## config.mk

```make
export PLATFORM = sky130hd
export DESIGN_NAME = row_fetch
export DESIGN_NICKNAME = d
export VERILOG_FILES = /design/src/rtl/row_fetch.sv
export SDC_FILE = /design/constraint.sdc
export NUM_CORES = 1
export LEC_CHECK = 0
export BUFFER_PORTS_ARGS = -buffer_cell sky130_fd_sc_hd__buf_2
export CAP_MARGIN = 20
export CELL_PAD_IN_SITES_DETAIL_PLACEMENT = 1
export CELL_PAD_IN_SITES_GLOBAL_PLACEMENT = 1
export CORE_MARGIN = 8
export CORE_UTILIZATION = 50
export CTS_BUF_LIST = sky130_fd_sc_hd__clkbuf_2 sky130_fd_sc_hd__clkbuf_4 sky130_fd_sc_hd__clkbuf_8
export DETAILED_ROUTE_END_ITERATION = 12
export PLACE_DENSITY = 0.94
export SLEW_MARGIN = 20
export SYNTH_ARGS = -nofsm -noshare
export SYNTH_HDL_FRONTEND = slang
export SYNTH_SLANG_ARGS = --single-unit
```

## constraint.sdc

```tcl
create_clock -name clk -period 18.1 [get_ports clk]
set_input_delay 0.905 -clock clk [delete_from_list [all_inputs] [get_ports clk]]
set_output_delay 0.905 -clock clk [all_outputs]
set_load 0.03 [all_outputs]
```

## src/rtl/row_fetch.sv

```systemverilog
// Row fetcher: reads a top/bottom panel row pair from frame-buffer RAM, one word per cycle,
// and commits both assembled rows to double-buffered outputs in the same edge.
//
// state  | meaning
// IDLE   | no fetch in flight, waiting for read_en
// READ   | issuing the 2*WORDS RAM reads for the current request
// COMMIT | last read data in flight; rows commit once it has been captured
module row_fetch #(
    parameter int  WORD_W  = 16,
    parameter int  ROW_W   = 64,
    localparam int WORDS   = ROW_W / WORD_W,
    localparam int WORD_AW = $clog2(WORDS),
    localparam int BEAT_W  = WORD_AW + 1,
    localparam int ADDR_W  = 7 + WORD_AW
) (
    input  logic              clk,
    input  logic              reset,
    input  logic              read_en,
    input  logic [4:0]        addr,
    input  logic              frame_sel,
    output logic              mem_ren,
    output logic [ADDR_W-1:0] mem_raddr,
    input  logic [WORD_W-1:0] mem_rdata,
    output logic [ROW_W-1:0]  row_0_out,
    output logic [ROW_W-1:0]  row_1_out,
    output logic              rows_valid,
    output logic              busy,
    output logic              done
);

    typedef enum logic [1:0] {
        IDLE,
        READ,
        COMMIT
    } state_t;

    state_t              state_q, state_d;
    logic [4:0]          req_addr_q;
    logic                req_frame_q;
    logic [BEAT_W-1:0]   beat_q;
    logic                pend_valid_q;
    logic [4:0]          pend_addr_q;
    logic                pend_frame_q;
    logic                rd_valid_q;
    logic [BEAT_W-1:0]   rd_beat_q;
    logic [ROW_W-1:0]    shadow_0_q, shadow_1_q;

    logic                start;
    logic                commit;
    logic [4:0]          start_addr;
    logic                start_frame;

    always_comb begin
        state_d     = state_q;
        start       = 1'b0;
        commit      = 1'b0;
        start_addr  = addr;
        start_frame = frame_sel;
        case (state_q)
            IDLE: begin
                if (read_en) start = 1'b1;
            end
            READ: begin
                if (beat_q == BEAT_W'(2 * WORDS - 1)) state_d = COMMIT;
            end
            COMMIT: begin
                // rd_valid_q low means the final word was captured on the previous edge
                if (!rd_valid_q) begin
                    commit = 1'b1;
                    if (read_en) begin
                        start = 1'b1;
                    end else if (pend_valid_q) begin
                        start       = 1'b1;
                        start_addr  = pend_addr_q;
                        start_frame = pend_frame_q;
                    end else begin
                        state_d = IDLE;
                    end
                end
            end
            default: state_d = IDLE;
        endcase
        if (start) state_d = READ;
    end

    assign mem_ren   = (state_q == READ);
    assign busy      = (state_q != IDLE);
    assign mem_raddr = mem_ren ? {req_frame_q, beat_q[WORD_AW], req_addr_q, beat_q[WORD_AW-1:0]}
                               : '0;

    always_ff @(posedge clk or posedge reset) begin
        if (reset) begin
            state_q      <= IDLE;
            req_addr_q   <= '0;
            req_frame_q  <= 1'b0;
            beat_q       <= '0;
            pend_valid_q <= 1'b0;
            pend_addr_q  <= '0;
            pend_frame_q <= 1'b0;
            rd_valid_q   <= 1'b0;
            rd_beat_q    <= '0;
        end else begin
            state_q    <= state_d;
            rd_valid_q <= mem_ren;
            rd_beat_q  <= beat_q;
            if (start) begin
                req_addr_q  <= start_addr;
                req_frame_q <= start_frame;
                beat_q      <= '0;
            end else if (mem_ren) begin
                beat_q <= beat_q + 1'b1;
            end
            // a start while busy only happens at commit; it supersedes any pending request
            if (start && busy) begin
                pend_valid_q <= 1'b0;
            end else if (busy && read_en) begin
                pend_valid_q <= 1'b1;
                pend_addr_q  <= addr;
                pend_frame_q <= frame_sel;
            end
        end
    end

    always_ff @(posedge clk or posedge reset) begin
        if (reset) begin
            shadow_0_q <= '0;
            shadow_1_q <= '0;
            row_0_out  <= '0;
            row_1_out  <= '0;
            rows_valid <= 1'b0;
            done       <= 1'b0;
        end else begin
            done <= commit;
            if (rd_valid_q) begin
                for (int w = 0; w < WORDS; w++) begin
                    if (rd_beat_q[WORD_AW-1:0] == WORD_AW'(w)) begin
                        if (rd_beat_q[WORD_AW]) shadow_1_q[w*WORD_W +: WORD_W] <= mem_rdata;
                        else                    shadow_0_q[w*WORD_W +: WORD_W] <= mem_rdata;
                    end
                end
            end
            if (commit) begin
                row_0_out  <= shadow_0_q;
                row_1_out  <= shadow_1_q;
                rows_valid <= 1'b1;
            end
        end
    end

endmodule

```

Word level (Yosys, flattened, before mapping)

Index checks and enable logic that the tools add are counted.

Bits in registers: 280
Input bits: 25
Output and inout bits: 141
Logic and storage cells: 78

$add $sub $neg: 1
Equal/unequal tests: 11
Muxes and demuxes: 26
Bitwise logic cells: 2
Reduce and logical (&&, ||, !) cells: 17

Operators by type and width:

| cell                                                                     | number |
|---|---|
| 3-bit AND reduction                                                      | 8 |
| 5-bit two-way mux                                                        | 4 |
| 1-bit two-way mux                                                        | 12 |
| 2-bit two-way mux                                                        | 5 |
| 9-bit two-way mux                                                        | 1 |
| 3-bit inequality test (second input constant)                            | 3 |
| 2-bit == test (second input constant)                                    | 3 |
| 3-bit two-way mux                                                        | 2 |
| 2-bit one-hot mux with 3 select lines                                    | 1 |
| 2-bit nonzero test                                                       | 3 |
| 5-bit AND reduction                                                      | 1 |
| 2-bit by 1-bit == test with 1-bit output (second input constant)         | 2 |
| 2-bit logical NOT                                                        | 2 |
| 3-bit by 1-bit adder with 3-bit output (second input constant)           | 1 |
| 3-bit == test (second input constant)                                    | 1 |
| 3-bit by 1-bit inequality test with 1-bit output (second input constant) | 1 |
| 1-bit logical AND                                                        | 2 |
| 2-bit inequality test (second input constant)                            | 1 |
| 1-bit NOT                                                                | 2 |
| 1-bit one-hot mux with 2 select lines                                    | 1 |
| 2-bit AND reduction                                                      | 1 |

Depth between registers and ports, before layout

Gate-level depths: netlist of run 1.

Depth after elaboration: 7
Gate-level depth with buffers: 7

Least setup slack after synthesis of run 1

No wires, ideal clock.

Path kind: register -> output
Start point: register state_q[1]
End point: output port mem_raddr[1]
Data arrival time: 1.523 ns
Required time: 17.195 ns
Path slack: 15.672 ns
Cell stages (with the launch flop): 5
Buffers on the path: 1
Cell sequence: dfrtp_1 nand2b_1 inv_1 clkbuf_1 and2_1

Cells in the longest elaborated chain, start to end: 2

Ends and longest elaborated chain:

| element                                  | RTL line | RTL |
|---|---|---|
| start: declaration                       | 37       | `state_t state_q, state_d;` |
| start signal: assignment                 | 103      | `state_q <= state_d;` |
| 2-bit by 1-bit == test with 1-bit output | 86       | `assign mem_ren = (state_q == READ);` |
| net mem_ren                              | 21       | `output logic mem_ren,` |
| 9-bit two-way mux                        | 88       | `assign mem_raddr = mem_ren ? {req_frame_q, beat_q[WORD_AW], req_addr_q, beat_q[WORD_AW-1:0]}` |
| end: declaration                         | 22       | `output logic [ADDR_W-1:0] mem_raddr,` |

The timed path passes the listed nets, and every way through them passes these cells.

Worst setup path in the final report of run 1

Start point: register rd_valid_q
End point: register req_frame_q

Cells in the longest elaborated chain, start to end: 2

Ends and longest elaborated chain:

| element                                                                           | RTL line | RTL |
|---|---|---|
| start: declaration                                                                | 44       | `logic rd_valid_q;` |
| start signal: assignment                                                          | 104      | `rd_valid_q <= mem_ren;` |
| 1-bit two-way mux                                                                 | 68       | `if (!rd_valid_q) begin` |
| 1-bit one-hot mux with 2 select lines / 1-bit two-way mux (equally long branches) | 59       | `case (state_q)` |
| end signal: assignment                                                            | 108      | `req_frame_q <= start_frame;` |
| end: declaration                                                                  | 39       | `logic req_frame_q;` |

Several ways; a longest one is shown, not always the timed one.
A chain may end at the register's enable or synchronous reset.

==> flow_summary.toml, run 1 <==
[run_status]
outcome = "finished, final reports clean"

[clocking]
ctsRootBufferMaster = "clkbuf_8"
clock_latency_ps = 540
cts-hold-fix-buffers = 0
cts_tree = "done"
cts_made_buffers = 45
cts-resized-gates = 0
cts.sinks = 280
path_clk_slew_ps = 60
postCtsSetupBuffers = 0
cts_max_path_buffers = 3
htreeDepth = 2

[sta]
worst_pin_slew_ps = 1100
setup-tns-final_ps = 0
maxSlewViolCount = 0
setup_viol = 0
slew_headroom_pct = 26.3
min_period_ps = 3260
rsz0062_at_grt = "false"
max_freq_mhz = 307
hold_viol = 0
fin_skew_ps = 22.6
period_share_pct = 18.0

[synthesis]
synthTopCellsByCount = "nand2_1, dfrtp_1, mux2_2"
ys_seq_elements = 280
synth_cells = 918
synth_nets = 945
synth.avg_cell_area_um2 = 11.8
synthMostInstantiatedCell = "nand2_1"
synth_edf_count = 0
yosysUniqueCellTypes = 29
netlist_area_mm2 = 0.0108
async_flop_share_pct = 100
yosys_warnings = 0
synth_seq_area_share_pct = 64.8
synth_top_cell_by_area = "dfrtp_1"
yosys-top-cells-area = "dfrtp_1, nand2_1, mux2_2, mux2_4, mux2_1"
synth-main-ff-cell = "dfrtp_1"
synth_top_area_share_pct = 64.8

[cells_and_area]
design_area_mm2 = 0.0127
nets = 1116
antenna_cells = 0
finalNonFillerCells = 1395
utilization_pct = 60.1
synthToLayoutAreaGrowth_pct = 17.3
drive_gt1_share_pct = 34.3

[place]
dp.cells = 1317
dpl_cell_area_mm2 = 0.0117
port_buffers = 165
place_hpwl_mm = 19.2
gp_congestion = 0.806

[pwr]
p_leak_nw = 6.75
fin_total_pwr_mw = 2.46
power.density_mw_per_mm2 = 194
ir_drop_mv = 0.121

[grt]
antenna_found_initial = 0
grt_usage_pct = 23.0
grt-ovfl-total = 0
grt_pass1_vias = 8500
grt_max_degree = 121
grt_pass1_wl_mm = 48.2

[drt]
viasPerCell = 5.33
antenna_left = 0
detail_route.iter0.violations = 411
wl_per_cell_um = 21.4
finalWirelength_mm = 29.8
num_vias = 7440
drtPass1Iterations = 4
drc = 0

[floorplan]
ios = 166
die_x_um = 163
core_mm2 = 0.0211
start_util_pct = 51.2
dieArea_mm2 = 0.0266
die_h_um = 163
rows = 53

[min_path]
hold_class = "reg2reg"

[worst_setup_path]
path_class = "reg2reg"
rrSetupSlack_ps = 14840
startpoint_type = "flip-flop"
cp_max_fo = 75
arrival_ps = 3720
required_ps = 18570
worst_setup_path_end_kind = "flip-flop"

[flow_run]
drv_cap = 0
## power by group
group | switching (mW) | internal [mW] | total [mW]
clock network | 0.242 | 0.317 | 0.559
registers | 0.185 | 0.897 | 1.08
logic | 0.503 | 0.316 | 0.820
total | 0.930 | 1.53 | 2.46
## placed cells by master, fill, tap and decap left out, drive strengths merged, types with 2 or more instances in the layout
master / synthesis / final
a21oi: 7 / 7
a31oi: 6 / 6
and2: 10 / 10
buf: 34 / 169
clkbuf: 11 / 73
clkinv: 0 / 4
dfrtp: 280 / 280
ha: 2 / 2
inv: 3 / 3
mux2: 134 / 134
nand2: 395 / 395
nand2b: 5 / 5
nand4b: 9 / 9
nor2: 2 / 2
nor3: 2 / 2
nor3b: 2 / 2
o21ai: 11 / 11
## cells by family after synthesis
kind of cell,count (synthesis),synth area share (%)
AO/OA/AOI/OAI,25,1.25
XOR/XNOR,1,0.0811
adder cells (fa/ha/maj),2,0.232
buffers and inverters,48,2.73
flip-flops,280,64.8
multiplexers,134,14.3
AND/OR/NAND/NOR,428,16.6
## final timing paths
check                                      startpoint                         end  cells after the start
min in group asynchronous                       reset   row_1_out[38]$_DFFE_PP0P_                      2
setup / recovery                 rd_valid_q$_DFF_PP0_     req_frame_q$_DFFE_PP0P_                      5
hold / removal             shadow_1_q[18]$_DFFE_PP0P_   row_1_out[18]$_DFFE_PP0P_                      2
max in group asynchronous                       reset  shadow_0_q[52]$_DFFE_PP0P_                      4
setup reg to reg                 rd_valid_q$_DFF_PP0_     req_frame_q$_DFFE_PP0P_                      5
hold reg to reg            shadow_1_q[18]$_DFFE_PP0P_   row_1_out[18]$_DFFE_PP0P_                      2
## area by class of cell
cell class	count	area (µm²)
inverters	3	21.3
multi-input cells	590	3500
flip-flops and latches	280	7010
clock inverters	5	27.5
clock buffers	73	911
well taps	275	344
fillers	2235	8410
repair buffers	169	860
## worst max-delay path: stages (launching register included)
cell,delay [ps]
dfrtp_1,540
or3b_4,740
inv_4,610
buf_4,750
nand4b_1,230
a31oi_1,210
## routing by layer
layer / part of all wire, % / routed length, µm / GRT usage [%] / vias to the layer above
li1: - / - / - / 3298
met1: 40 / 11800 / 27.5 / 3867
met2: 53 / 15700 / 40.7 / 217
met3: 5.0 / 1490 / 4.76 / 58
met4: 2.7 / 818 / 7.59 / 0
met5: 0 / 0 / 0 / -
## registers in the layout, indices dropped and copies added, names as in the netlist
signal        cells
rows_valid        1
pend_frame_q      1
shadow_0_q       64
rd_beat_q         3
row_0_out        64
pend_addr_q       5
req_addr_q        5
done              1
row_1_out        64
state_q           2
shadow_1_q       64
pend_valid_q      1
req_frame_q       1
beat_q            3
rd_valid_q        1
## through the flow
stage          hold WS [ps]  worst slack, ps
2_1_floorplan           390             9470
3_3_place_gp            432            14410
3_5_place_dp            447            14360
4_1_cts                 464            14850
5_1_grt                 480            14620
6_report                462            14840
Note: power is estimated with default switching activity, not from simulation.
==> run 2: changes to the inputs <==
--- a/config.mk
+++ b/config.mk
@@ -5,15 +5,16 @@
 export SDC_FILE = /design/constraint.sdc
 export NUM_CORES = 1
 export LEC_CHECK = 0
+export ABC_AREA = 1
 export BUFFER_PORTS_ARGS = -buffer_cell sky130_fd_sc_hd__buf_2
 export CAP_MARGIN = 20
 export CELL_PAD_IN_SITES_DETAIL_PLACEMENT = 1
 export CELL_PAD_IN_SITES_GLOBAL_PLACEMENT = 1
 export CORE_MARGIN = 8
-export CORE_UTILIZATION = 50
+export CORE_UTILIZATION = 45
 export CTS_BUF_LIST = sky130_fd_sc_hd__clkbuf_2 sky130_fd_sc_hd__clkbuf_4 sky130_fd_sc_hd__clkbuf_8
 export DETAILED_ROUTE_END_ITERATION = 12
-export PLACE_DENSITY = 0.94
+export PLACE_DENSITY = 0.89
 export SLEW_MARGIN = 20
 export SYNTH_ARGS = -nofsm -noshare
 export SYNTH_HDL_FRONTEND = slang
==> constraint.sdc (replaced) <==
create_clock -name clk -period 3.1 [get_ports clk]
set_input_delay 0.155 -clock clk [delete_from_list [all_inputs] [get_ports clk]]
set_output_delay 0.155 -clock clk [all_outputs]
set_load 0.03 [all_outputs]
==> run 2 against run 1 <==
Net effect: wire length up 6.2%; utilization decreased by 4.1 points; clock power grew to 5.9 times the previous value; via count rose by 13%; highest routed layer is now met5; largest cell class unchanged.
==> flow_summary.toml, run 2 <==
[worst_setup_path]
crit_start = "state_q[0]$_DFFE_PP0P_"
worstSetupEndpoint = "row_1_out[59]$_DFFE_PP0P_"
rrSetupSlack_ps = 900
path_class = "reg2reg"
arrival_ps = 2610
cp_max_fo = 84
worst_setup_path_end_kind = "flip-flop"
startpoint_type = "flip-flop"
reg2reg_depth = 7
rr_endpoint = "row_1_out[59]$_DFFE_PP0P_"
rr_startpoint = "state_q[0]$_DFFE_PP0P_"
required_ps = 3510

[clocking]
clock_latency_ps = 550
cts_tree = "done"
cts-hold-fix-buffers = 24
cts.sinks = 280
cts_max_path_buffers = 3
cts_made_buffers = 45
cts-resized-gates = 0
path_clk_slew_ps = 70
htreeDepth = 2
ctsRootBufferMaster = "clkbuf_8"
postCtsSetupBuffers = 0

[synthesis]
async_flop_share_pct = 100
synth_nets = 1143
synth_seq_area_share_pct = 67.2
yosys-top-cells-area = "dfrtp_1, nand2_1, o21ai_0, inv_1, clkbuf_1"
synth_top_area_share_pct = 67.2
synth-main-ff-cell = "dfrtp_1"
netlist_area_mm2 = 0.0104
synth.avg_cell_area_um2 = 9.34
synth_cells = 1116
synthMostInstantiatedCell = "nand2_1"
synth_top_cell_by_area = "dfrtp_1"
yosysUniqueCellTypes = 17
synth_edf_count = 0
ys_seq_elements = 280
synthTopCellsByCount = "nand2_1, dfrtp_1, o21ai_0"
yosys_warnings = 0

[floorplan]
die_x_um = 168
core_mm2 = 0.0227
start_util_pct = 45.9
ios = 166
rows = 55
dieArea_mm2 = 0.0283
die_h_um = 168

[pwr]
clockPowerShare_pct = 22.0
p_int_mw = 8.67
power.density_mw_per_mm2 = 1170
power_frac_seq_pct = 43.4
p_sw_mw = 6.26
ir_drop_mv = 0.553
fin_total_pwr_mw = 14.9
netSwitchingFraction_pct = 41.9
combPwrFrac_pct = 34.6
p_leak_nw = 6.40

[drt]
drc = 0
finalWirelength_mm = 31.7
wl_per_cell_um = 19.5
drtPass1Iterations = 5
num_vias = 8428
viasPerCell = 5.19
antenna_left = 0
detail_route.iter0.violations = 624

[run_status]
outcome = "finished, final reports clean"

[sta]
setup_viol = 0
fin_skew_ps = 25.0
max_freq_mhz = 454
slew_headroom_pct = 33.3
rsz0062_at_grt = "false"
min_period_ps = 2200
setup-tns-final_ps = 0
holdWs_ps = 347
maxSlewViolCount = 0
setup_ws_ps = 898
worst_pin_slew_ps = 998
hold_viol = 0
period_share_pct = 71.0

[cells_and_area]
utilization_pct = 56.0
layout_commonest_cell = "nand2_1"
n_fill_cell = 2616
nets = 1335
synthToLayoutAreaGrowth_pct = 21.9
drive_gt1_share_pct = 19.3
final_cell_mix = "nand2_1, dfrtp_1, buf_2"

[grt]
antenna_found_initial = 2
grt_usage_pct = 22.6
grt_pass1_vias = 9310
grt_max_degree = 122
grt-ovfl-total = 0
grt_pass1_wl_mm = 50.8

[place]
place_hpwl_mm = 19.8
port_buffers = 165
gp_congestion = 0.825
place_ws_ps = 1010

[min_path]
hold_class = "in2async"

[flow_run]
drv_cap = 0
[run 2: cell types whose count changed in the layout (fill, tap and decap cells not counted), moves of 18 or more]
cell	change
nor2_1	+18
o21ai_0	+146
nand2_1	+123
dlygate4sd3_1	+24
inv_1	+60
mux2_2	-114
[run 2: through the flow]
| step | instances | instance area [µm²] |
|---|---|---|
| 2_1_floorplan | 1116 | 10400 |
| 3_3_place_gp | 1522 | 11500 |
| 3_5_place_dp | 1522 | 11500 |
| 4_1_cts | 1624 | 12700 |
| 5_1_grt | 1625 | 12700 |
| 6_report | 1625 | 12700 |
[run 2: final cells by class]
| type | count | area [µm²] | area share, % |
|---|---|---|---|
| antenna | 1 | 2.50 | 0.0197 |
| clock buffer | 74 | 912 | 7.17 |
| clock inverter | 4 | 27.5 | 0.216 |
| inverter | 64 | 246 | 1.94 |
| multi-input combinational | 718 | 2960 | 23.3 |
| sequential | 280 | 7010 | 55.1 |
| tap | 285 | 357 | 2.80 |
| timing repair buffer | 199 | 1200 | 9.47 |
[run 2: power groups by stage]
stage	registers [mW]	clock network [mW]	logic, mW
floorplan	7.66	0	2.05
global placement	6.40	0	4.82
detailed placement	6.49	0	5.13
CTS	6.46	3.34	5.23
global route	6.66	3.50	5.72
finish	6.48	3.28	5.17
[run 2: cell families after synthesis]
family / Yosys count / share of synthesized area [%]
and+or+nand+nor: 563 / 20.7
adders and majority gates: 2 / 0.240
buffers and inverters: 118 / 4.50
DFF: 280 / 67.2
AOI/OAI and AO/OA: 153 / 7.37
[run 2: worst max-delay path, cell delays in order, from the launching register on]
cell	delay, ps
dfrtp_1	380
inv_1	70
nand2_1	120
nor2_4	70
inv_4	630
buf_4	470
nand2_1	130
o21ai_0	160
[run 2: worst min-delay path by stage]
stage                  from                          to  slack (ps)  cells past startpoint
2_1_floorplan  mem_rdata[0]  shadow_1_q[48]$_DFFE_PP0P_         280                      2
3_3_place_gp          reset  shadow_1_q[42]$_DFFE_PP0P_         360                      2
3_5_place_dp          reset  shadow_1_q[34]$_DFFE_PP0P_         380                      2
4_1_cts               reset  shadow_1_q[34]$_DFFE_PP0P_         350                      3
5_1_grt        mem_rdata[3]  shadow_1_q[51]$_DFFE_PP0P_         400                      4
6_report              reset  shadow_1_q[42]$_DFFE_PP0P_         350                      3
[run 2: layer usage]
layer	GRT usage [%]	routed length, µm	up-vias
met5	0	13	-
met2	38.3	15700	233
met3	5.22	1680	77
met4	9.90	1130	2
met1	27.2	13200	4256
li1	-	-	3860
==> run 3: changes to the inputs <==
--- a/config.mk
+++ b/config.mk
@@ -5,16 +5,16 @@
 export SDC_FILE = /design/constraint.sdc
 export NUM_CORES = 1
 export LEC_CHECK = 0
-export ABC_AREA = 1
+export ABC_AREA = 0
 export BUFFER_PORTS_ARGS = -buffer_cell sky130_fd_sc_hd__buf_2
 export CAP_MARGIN = 20
 export CELL_PAD_IN_SITES_DETAIL_PLACEMENT = 1
 export CELL_PAD_IN_SITES_GLOBAL_PLACEMENT = 1
 export CORE_MARGIN = 8
-export CORE_UTILIZATION = 45
+export CORE_UTILIZATION = 42
 export CTS_BUF_LIST = sky130_fd_sc_hd__clkbuf_2 sky130_fd_sc_hd__clkbuf_4 sky130_fd_sc_hd__clkbuf_8
 export DETAILED_ROUTE_END_ITERATION = 12
-export PLACE_DENSITY = 0.89
+export PLACE_DENSITY = 0.85
 export SLEW_MARGIN = 20
 export SYNTH_ARGS = -nofsm -noshare
 export SYNTH_HDL_FRONTEND = slang
==> constraint.sdc (replaced) <==
create_clock -name clk -period 1.95 [get_ports clk]
set_input_delay 0.0975 -clock clk [delete_from_list [all_inputs] [get_ports clk]]
set_output_delay 0.0975 -clock clk [all_outputs]
set_load 0.03 [all_outputs]
==> run 3 against run 2 <==
Net effect: wire length decreased by 8.6%; worst setup slack worse by 820 ps; first-iteration DRC count decreased by 40%; non-clock buffer count is 8 higher; global-route usage decreased by 3.7 points; utilization shrank 3.1 points; sequential power is 53% higher; via count fell by 12%; critical path depth shrank 3; final area grew 5.1%.
==> flow_summary.toml, run 3 (same netlist as run 1, synthesis figures left out) <==
[run_status]
outcome = "finished, final reports clean"

[drt]
num_vias = 7434
wl_per_cell_um = 19.4
drc = 0
finalWirelength_mm = 29.0
antenna_left = 0
viasPerCell = 4.98
drtPass1Iterations = 4
detail_route.iter0.violations = 376

[worst_setup_path]
crit_slowest_cell = "dfrtp_1"
path_class = "reg2out"
startpoint_type = "flip-flop"
critPathMaxStageDelay_ps = 430
crit_chain = "nand2b_2 -> clkinvlp_4 -> and2_1 -> buf_2"
cp_max_fo = 7
required_ps = 1850
reg2reg_depth = 5
worst_setup_path_end_kind = "primary output"
arrival_ps = 1770

[clocking]
htreeDepth = 2
ctsRootBufferMaster = "clkbuf_8"
cts_tree = "done"
cts_max_path_buffers = 3
path_clk_slew_ps = 60
clock_latency_ps = 540
cts.sinks = 280
cts_made_buffers = 47

[flow_run]
drv_cap = 0

[floorplan]
dieArea_mm2 = 0.0311
core_mm2 = 0.0253
die_h_um = 176
ios = 166
start_util_pct = 42.8
die_x_um = 176
rows = 58

[sta]
fin_skew_ps = 15.4
hold_viol = 0
min_period_ps = 1870
period_share_pct = 95.8
maxSlewViolCount = 0
max_freq_mhz = 535
worst_pin_slew_ps = 633
setup-tns-final_ps = 0
setup_ws_ps = 81.3
setup_viol = 0
slew_headroom_pct = 57.7

[place]
dp.cells = 1390
place_hpwl_mm = 19.0
gp_congestion = 0.763
place_ws_ps = 66.0
port_buffers = 165

[cells_and_area]
layout_commonest_cell = "nand2_1"
finalNonFillerCells = 1494
utilization_pct = 52.9
n_fill_cell = 2720
final_cell_mix = "nand2_1, dfrtp_1, buf_2"
nets = 1157
drive_gt1_share_pct = 35.4
synthToLayoutAreaGrowth_pct = 23.7
antenna_cells = 0

[grt]
grt_usage_pct = 18.9
grt-ovfl-total = 0
grt_pass1_wl_mm = 46.7
grt_max_degree = 86
grt_pass1_vias = 8316
antenna_found_initial = 0

[min_path]
hold_class = "in2reg"
hold_depth = 2

[pwr]
p_leak_nw = 7.03
power.density_mw_per_mm2 = 1750
ir_drop_mv = 0.922
==> run 3: worst max-delay path: cells and delay by family, from the launching register on <==
| kind | cells | cell delay [ps] |
|---|---|---|
| buf+inv | 2 | 360 |
| simple gates | 2 | 450 |
| flops | 1 | 430 |
==> run 3: timing repair <==
| item | 4_1_cts | 5_1_grt |
|---|---|---|
| hold buffers | 18 | 0 |
| buffers inserted | 2 | 0 |
| setup endpoints to repair | 9 | 21 |
| gates resized for setup | 3 | 3 |
| cloned | 1 | 0 |
| endpoints found under the hold margin | 82 | 0 |
| pin swaps | 0 | 0 |
==> run 3: metal layers <==
metal	GRT usage, %	up-vias	part of all wire, %
li1	-	3389	-
met1	24.2	3822	44
met2	32.2	181	50
met3	3.93	42	4.9
met4	4.87	0	1.5
met5	0	-	0
==> run 3: cell type report <==
cell class / instances / area (µm²) / area share [%]
sequential: 280 / 7010 / 52.4
clock buffer: 79 / 975 / 7.29
inverter: 3 / 21.3 / 0.159
multi-input combinational: 590 / 3520 / 26.4
clock inverter: 4 / 70.1 / 0.524
timing repair buffer: 207 / 1350 / 10.1
timing repair inverter: 1 / 7.51 / 0.0561
tap: 330 / 413 / 3.09
==> run 3: stage by stage <==
stage	hold WS [ps]	instance area [µm²]	power, mW
global placement	211	12100	17.3
floorplan	232	10800	15.2
detailed placement	220	12100	17.8
global route	29.1	13400	24.7
finish	47.8	13400	23.4
CTS	13.3	13300	23.7
==> run 3: worst paths after layout <==
check                      slack (ps)                    endpoint                       start
max                                80                mem_raddr[0]      state_q[1]$_DFFE_PP0P_
min                                50   shadow_1_q[9]$_DFFE_PP0P_                mem_rdata[9]
max reg2reg                       140   row_0_out[21]$_DFFE_PP0P_        rd_valid_q$_DFF_PP0_
min reg2reg                       460   row_1_out[25]$_DFFE_PP0P_  shadow_1_q[25]$_DFFE_PP0P_
max in group asynchronous        1030  shadow_0_q[19]$_DFFE_PP0P_                       reset
min in group asynchronous         200   row_0_out[48]$_DFFE_PP0P_                       reset
==> run 3: where the power goes <==
group | switching, mW | internal [mW]
clock network | 2.26 | 3.39
logic | 4.64 | 3.18
registers | 1.61 | 8.33
total | 8.51 | 14.9
